File: config.mk
export PLATFORM = sky130hd
export DESIGN_NAME = usb_tx_crc16_append
export DESIGN_NICKNAME = d
export VERILOG_FILES = /design/src/rtl/usb_tx_crc16_append.sv
export SDC_FILE = /design/constraint.sdc
export NUM_CORES = 1
export LEC_CHECK = 0
export CAP_MARGIN = 20
export CORE_UTILIZATION = 53
export CTS_CLUSTER_SIZE = 16
export DETAILED_ROUTE_END_ITERATION = 10
export GPL_TIMING_DRIVEN = 0
export PLACE_DENSITY = 0.76
export SLEW_MARGIN = 20
export SYNTH_ARGS = -nofsm -noshare
export SYNTH_HDL_FRONTEND = slang
export SYNTH_SLANG_ARGS = --single-unit
File: constraint.sdc
create_clock -name clk -period 1.8 [get_ports clk]
set_input_delay 0.18 -clock clk [delete_from_list [all_inputs] [get_ports clk]]
set_output_delay 0.18 -clock clk [all_outputs]
set_load 0.03 [all_outputs]
File: src/rtl/usb_tx_crc16_append.sv
// Serial USB CRC16 (x^16+x^15+x^2+1, preset 0xFFFF): absorbs TX payload bits, then emits the complemented CRC MSB-first.
// Optional sticky protocol-error flag is built when USB_TX_CRC_ERR_EN is defined; otherwise proto_err is tied low.
module usb_tx_crc16_append (
    input  logic       clk,
    input  logic       n_rst,
    input  logic       shift_en,
    input  logic       start_crc,
    input  logic       data_bit,
    input  logic       data_end,
    output logic       bit_out,
    output logic       crc_active,
    output logic       crc_done,
    output logic       busy,
    output logic       proto_err,
    output logic [1:0] state_dbg
);

    typedef enum logic [1:0] {
        ST_IDLE = 2'd0,
        ST_DATA = 2'd1,
        ST_CRC  = 2'd2
    } state_t;

    localparam logic [15:0] POLY   = 16'h8005;
    localparam logic [15:0] PRESET = 16'hFFFF;

    state_t      state_q, state_d;
    logic [15:0] crc_q, crc_d;
    logic [3:0]  bit_cnt_q, bit_cnt_d;
    logic        done_q, done_d;
    logic        fb;

    always_ff @(posedge clk or negedge n_rst) begin
        if (!n_rst) begin
            state_q   <= ST_IDLE;
            crc_q     <= PRESET;
            bit_cnt_q <= 4'd0;
            done_q    <= 1'b0;
        end else begin
            state_q   <= state_d;
            crc_q     <= crc_d;
            bit_cnt_q <= bit_cnt_d;
            done_q    <= done_d;
        end
    end

    // start_crc overrides everything, including a coincident shift_en or data_end.
    always_comb begin
        state_d   = state_q;
        crc_d     = crc_q;
        bit_cnt_d = bit_cnt_q;
        done_d    = 1'b0;
        fb        = crc_q[15] ^ data_bit;
        if (start_crc) begin
            state_d   = ST_DATA;
            crc_d     = PRESET;
            bit_cnt_d = 4'd0;
        end else begin
            unique case (state_q)
                ST_IDLE: begin
                end
                ST_DATA: begin
                    if (data_end) begin
                        state_d   = ST_CRC;
                        bit_cnt_d = 4'd0;
                    end else if (shift_en) begin
                        crc_d = {crc_q[14:0], 1'b0} ^ (fb ? POLY : 16'h0000);
                    end
                end
                ST_CRC: begin
                    if (shift_en) begin
                        crc_d     = {crc_q[14:0], 1'b0};
                        bit_cnt_d = bit_cnt_q + 4'd1;
                        if (bit_cnt_q == 4'd15) begin
                            state_d = ST_IDLE;
                            done_d  = 1'b1;
                        end
                    end
                end
                default: begin
                    state_d = ST_IDLE;
                end
            endcase
        end
    end

    assign crc_active = (state_q == ST_CRC);
    assign busy       = (state_q != ST_IDLE);
    assign bit_out    = crc_active & ~crc_q[15];
    assign crc_done   = done_q;
    assign state_dbg  = state_q;

`ifdef USB_TX_CRC_ERR_EN
    logic err_q, err_d;

    // A start in IDLE clears the flag even if a violation is flagged in the same cycle.
    always_comb begin
        err_d = err_q;
        if (start_crc && (state_q == ST_IDLE)) begin
            err_d = 1'b0;
        end else if ((start_crc && (state_q == ST_CRC)) ||
                     (data_end && (state_q == ST_IDLE))) begin
            err_d = 1'b1;
        end
    end

    always_ff @(posedge clk or negedge n_rst) begin
        if (!n_rst) begin
            err_q <= 1'b0;
        end else begin
            err_q <= err_d;
        end
    end

    assign proto_err = err_q;
`else
    assign proto_err = 1'b0;
`endif

endmodule

## Yosys cells after proc, flatten, opt, wreduce, memory -nomap -nowiden

Cells that the tools add are included.
W data, S select, Z words.

| word-level totals | value |
|---|---|
| memory bits (writable) | 0 |
| memory bits (read-only) | 0 |
| register bits after elaboration | 23 |
| memories kept | 0 |
| logic and storage cells | 43 |
| bits in latches | 0 |
| output and inout bits | 7 |

| operators by class | value |
|---|---|
| bitwise operators | 4 |
| reductions and logical operators | 6 |
| div/mod/pow operators | 0 |
| multiply operators | 0 |
| muxes and demuxes | 19 |
| add/sub/neg operators | 1 |
| order comparisons | 0 |
| shift-type cells | 0 |
| equal/unequal tests | 9 |

Operator list:

| cell | number |
|---|---|
| $mux W16 | 5 |
| $pmux W16 S2 | 1 |
| $xor A16 B16 Y16 | 1 |
| $mux W4 | 3 |
| $ne A3 B3 Y1 const B | 4 |
| $mux W2 | 4 |
| $pmux W4 S2 | 1 |
| $reduce_and A4 Y1 | 2 |
| $pmux W2 S3 | 1 |
| $add A4 B1 Y4 const B | 1 |
| $eq A4 B4 Y1 const B | 1 |
| $mux W1 | 4 |
| $ne A3 B2 Y1 const B | 1 |
| $reduce_and A3 Y1 | 1 |
| $reduce_bool A3 Y1 | 1 |
| $eq A2 B1 Y1 const B | 1 |
| $eq A2 B2 Y1 const B | 1 |
| $logic_not A2 Y1 | 1 |
| $ne A2 B2 Y1 const B | 1 |
| $reduce_bool A2 Y1 | 1 |
| $and A1 B1 Y1 | 1 |
| $not A1 Y1 | 1 |
| $xor A1 B1 Y1 | 1 |

## Logic depth before layout (Yosys ltp)

| logic depth | value |
|---|---|
| depth in word-level cells | 7 |
| gate-level depth with buffers | 6 |
| gate-level depth less buffers | 5 |

## Least setup slack after synthesis

No wires, ideal clock.

| path | value |
|---|---|
| path kind | reg-to-reg |
| from | register state_q[0], in the netlist state_dbg[0] |
| to | register bit_cnt_q[3] |
| library setup time | 0.087 ns |
| data arrival time | 1.513 ns |
| clock period less this slack | 1.599 ns |
| cell stages (with the launch flop) | 6 |
| buffers on the path | 0 |
| path slack | 0.201 ns |
| cell sequence | dfrtp_1 > nand2b_2 > clkinv_4 > a211oi_4 > or3_1 > a211oi_2 |

| on the way | value |
|---|---|
| word-level cells in the longest chain between the ends | 3 |
| elaborated cells between the ends (all ways) | 8 |
| those cells by class | eq/ne: 4; mux: 2; reduce/logical: 2 |

RTL lines:

| what | RTL line | source |
|---|---|---|
| start: declaration | 27 | `state_t state_q, state_d;` |
| start signal: assignment | 40 | `state_q <= state_d;` |
| $eq A2 B2 Y1 * | n/a |  |
| via crc_active | 11 | `output logic crc_active,` |
| $ne A3 B3 Y1 (no source line), or another cell as far along | n/a |  |
| $reduce_and A3 Y1 (no source line) or $mux W4 (tied branches) | n/a |  |
| end signal: assignment | 42 | `bit_cnt_q <= bit_cnt_d;` |
| end: declaration | 29 | `logic [3:0] bit_cnt_q, bit_cnt_d;` |

Mark *: on every way through the listed nets, which the timed path passes. The rest lies on a longest branch.
A chain may end at the register's enable or synchronous reset.

## Worst setup path in the final report

| path | value |
|---|---|
| from | register state_q[0], in the netlist state_dbg[0] |
| to | output bit_out |

| on the way | value |
|---|---|
| word-level cells in the longest chain between the ends | 2 |

RTL lines:

| what | RTL line | source |
|---|---|---|
| $eq A2 B2 Y1 | 87 | `assign crc_active = (state_q == ST_CRC);` |
| $and A1 B1 Y1 | 89 | `assign bit_out = crc_active & ~crc_q[15];` |
| end: declaration | 10 | `output logic bit_out,` |

No other way between the ends.

==> flow_results.org <==
** Route
- Post-detailed-route DRC marker count :: 0
- Total wire length :: 1.74 mm
- Starting DRC count in detailed routing :: 15
- Using the TritonRoute via totals, the vias-per-cell ratio works out to 5.17.
- The detail route stage leaves a number of antenna-violating nets equal to 0.
- After detailed routing, the average wire length per cell comes to 11.5 um.
- The final route contains 780 vias.
- The first detailed-routing pass took 4 iterations.

** Power
- Dividing total power by cell area gives a power density of 925 nW/um2.
- Total design power :: 1.16 mW
- Leakage power summed over all cells :: 0.522 nW
- Highest ir drop seen on vdd :: 0.770 mV

** Floorplanning
- The region available for standard cell placement spans 1820 um2.
- From bottom edge to top edge, the die measures 47.2 um.
- The die covers 2230 um2.
- Die span in x :: 47.2 um
- Row generation in the floorplan step produced 15 rows.
- Starting Density :: 0.595
- Number of primary I/O pins :: 13

** Run
- Across the run, the number of max-cap violations was 0.

** Logic synthesis
- Synthesis inferred 23 register bits.
- For this run, the register share of the synthesized area comes to 0.550.
- Net Count, Synth :: 117
- Post-synthesis cell type with the largest combined area :: sky130_fd_sc_hd__dfstp_2
- For this run, the number of Yosys warnings is 0.
- The synthesized netlist occupies a cell area of 1080 um2.
- In this run the mean area of a mapped cell was 9.84 um2.
- In this run, distinct cell masters in the synthesized netlist total 29.
- Post-Synthesis Cells :: 110
- Area share of the largest cell type after synthesis :: 0.388
- Biggest area contributors in the synthesized netlist :: sky130_fd_sc_hd__dfstp_2, sky130_fd_sc_hd__dfrtp_1, sky130_fd_sc_hd__nor2_1

** Place
- RePlAce Congestion :: 0.803
- Count of buffers inserted at the top-level ports :: 11
- The HPWL after detailed placement is 1.33 mm.

** Global route
- Antenna violations before repair :: 0
- Overall fraction of global-route tracks in use :: 0.197
- The first global-routing pass estimated 3.06 mm of wire.
- Via count of the first global-routing pass :: 774
- Maximum number of pins on one net before global-route repair :: 24
- Global-route congestion overflow total :: 0

** Clock tree
- Number of buffers on the longest clock path :: 2
- Clock tree from TritonCTS :: done
- CTS built an H-tree with a depth of 1.
- The tree is rooted in a sky130_fd_sc_hd__clkbuf_4.
- In this run the post-CTS setup repair buffer count came out at 0.
- Counting the buffers created by CTS gives 3.
- After clock tree synthesis, the clock-pin slew on the worst setup and hold paths is 120 ps.
- TritonCTS sink count :: 23
- Clock insertion delay at the later pin of the skew report :: 300 ps

** Setup path
- Slack of the worst reg-to-reg path :: 300 ps
- R2R Path Start :: state_dbg[0]
- The most critical setup path has its startpoint at state_dbg[0].
- Worst endpoint data arrival time :: 1440 ps
- STA classifies the critical path startpoint as a flop.
- The critical path in this run is classified as flop to primary output.
- Crit. End Element :: primary output
- At the worst endpoint, the required time is 1620 ps.
- In this run the worst path has a maximum fanout of 5.

** Cells and area
- Fill cells in the final layout number 160.
- Layout Nets :: 134
- In the final layout, the share of cells above drive strength 1 is 0.262.
- 0 antenna diodes ended up in the layout.
- Footprint of the multi-input gates :: 444 um2
- Sequential cell area :: 596 um2
- Area Growth Syn to Fin :: 15.6%

** Timing
- Maximum clock frequency :: 0.617 GHz
- RSZ-0062 raised after global routing :: no
- Final Hold Fails :: 0
- Count of final max-slew check failures :: 0
- Final clock skew :: 4.80 ps
- Time the worst path needs with I/O delays and setup :: 1620 ps
- Setup violations remaining at the end of the flow were counted as 0.
- Final Cycle Share :: 0.901
- In the final timing run, aggregate negative setup slack is 0 ps.

** Run status
- The run finished with clean final reports.

** Hold path
- Path category of the worst min-delay check :: primary input to asynchronous set/reset pin
[final cells by class]
class	count	share of cell area
plain buffers	6	0.0270
repair buffers	12	0.0890
well taps	25	0.0250
multi-input cells	80	0.355
clock buffers	4	0.0210
flip-flops and latches	23	0.476
inverters	1	0.00700
[stage by stage]
step / cells / cell area (um2) / hold slack (ps) / worst slack [ps] / util
2_1_floorplan: 110 / 1080 / -116 / 201 / -
3_3_place_gp: 146 / 1220 / 451 / 68.2 / 0.672
4_1_cts: 150 / 1250 / 437 / 156 / 0.685
3_5_place_dp: 146 / 1220 / 453 / 34.9 / 0.672
6_report: 151 / 1250 / 366 / 178 / 0.687
5_1_grt: 151 / 1250 / 409 / 97.8 / 0.687
[metal layers]
metal | up-vias | global-route usage | wire [um]
met5 | - | 0 | 0
met4 | 0 | 0.0800 | 14
met3 | 2 | 0.0385 | 66
met2 | 19 | 0.342 | 843
met1 | 365 | 0.240 | 815
li1 | 394 | - | -
[power breakdown]
group	total, mW	internal, mW	switching (mW)
registers	0.691	0.647	0.0445
logic	0.239	0.105	0.134
clock network	0.227	0.0861	0.141
total	1.16	0.838	0.320
[cells in the mapped netlist]
| cell type | count |
|---|---|
| sky130_fd_sc_hd__nor2_1 | 20 |
| sky130_fd_sc_hd__nand2_1 | 17 |
| sky130_fd_sc_hd__dfstp_2 | 16 |
| sky130_fd_sc_hd__o21ai_1 | 15 |
| sky130_fd_sc_hd__dfrtp_1 | 7 |
| sky130_fd_sc_hd__a21oi_1 | 3 |
| sky130_fd_sc_hd__buf_2 | 3 |
| sky130_fd_sc_hd__nand3_1 | 3 |
| sky130_fd_sc_hd__xnor2_1 | 3 |
| sky130_fd_sc_hd__buf_4 | 2 |
| sky130_fd_sc_hd__nor2b_1 | 2 |
| sky130_fd_sc_hd__or2_2 | 2 |
| sky130_fd_sc_hd__a211oi_2 | 1 |
| sky130_fd_sc_hd__a211oi_4 | 1 |
| sky130_fd_sc_hd__a32o_1 | 1 |
| sky130_fd_sc_hd__and3b_2 | 1 |
| sky130_fd_sc_hd__clkbuf_1 | 1 |
| sky130_fd_sc_hd__clkinv_4 | 1 |
| sky130_fd_sc_hd__conb_1 | 1 |
| sky130_fd_sc_hd__ha_1 | 1 |
| sky130_fd_sc_hd__nand2b_2 | 1 |
| sky130_fd_sc_hd__nand3b_1 | 1 |
| sky130_fd_sc_hd__nand4_1 | 1 |
| sky130_fd_sc_hd__nand4bb_1 | 1 |
| sky130_fd_sc_hd__nor3b_1 | 1 |
| sky130_fd_sc_hd__o21ai_0 | 1 |
| sky130_fd_sc_hd__o31ai_4 | 1 |
| sky130_fd_sc_hd__or2_1 | 1 |
| sky130_fd_sc_hd__or3_1 | 1 |
[cell families (layout without fill, tap and decap cells)]
group | count (synthesis) | in the layout | synth area share
AOI/OAI and AO/OA | 23 | 23 | 0.147
xor gates and xnor gates | 3 | 3 | 0.0243
adders and majority gates | 1 | 1 | 0.0116
buffers and inverters | 7 | 23 | 0.0393
DFF | 23 | 23 | 0.550
other | 1 | 1 | 0.00346
and+or+nand+nor | 52 | 52 | 0.224
[path summary, 6_finish.rpt]
| kind | end | depth (start not counted) |
|---|---|---|
| min in group clk | crc_q[10] | 2 |
| min reg2reg | crc_q[10] | 2 |
| max | bit_out | 3 |
| max in group asynchronous | crc_q[13] | 2 |
| max reg2reg | bit_cnt_q[3] | 5 |
| min | bit_cnt_q[0] | 2 |
[sequential cells by signal, summed over array words and instances, names as in the netlist]
register and flops:
crc_q 16, bit_cnt_q 4, crc_done 1, state_dbg 2
[cells in the final DEF, fill, tap and decap left out, types with 4 or more instances in the layout]
| cell | count |
|---|---|
| sky130_fd_sc_hd__nor2_1 | 20 |
| sky130_fd_sc_hd__nand2_1 | 17 |
| sky130_fd_sc_hd__dfstp_2 | 16 |
| sky130_fd_sc_hd__o21ai_1 | 15 |
| sky130_fd_sc_hd__dfrtp_1 | 7 |
| sky130_fd_sc_hd__clkdlybuf4s50_1 | 7 |
| sky130_fd_sc_hd__buf_2 | 4 |
[critical path: stages (launching register included)]
cell	delay (ps)
sky130_fd_sc_hd__dfrtp_1	420
sky130_fd_sc_hd__nand2b_2	230
sky130_fd_sc_hd__nor2_1	100
sky130_fd_sc_hd__dlygate4sd2_1	400
[repair_timing]
action	4_1_cts	5_1_grt
gates resized for setup	3	0
endpoints found under the hold margin	0	7
endpoints found under the setup margin	3	0
hold buffers	0	1
Note: power is estimated with default switching activity, not from simulation.
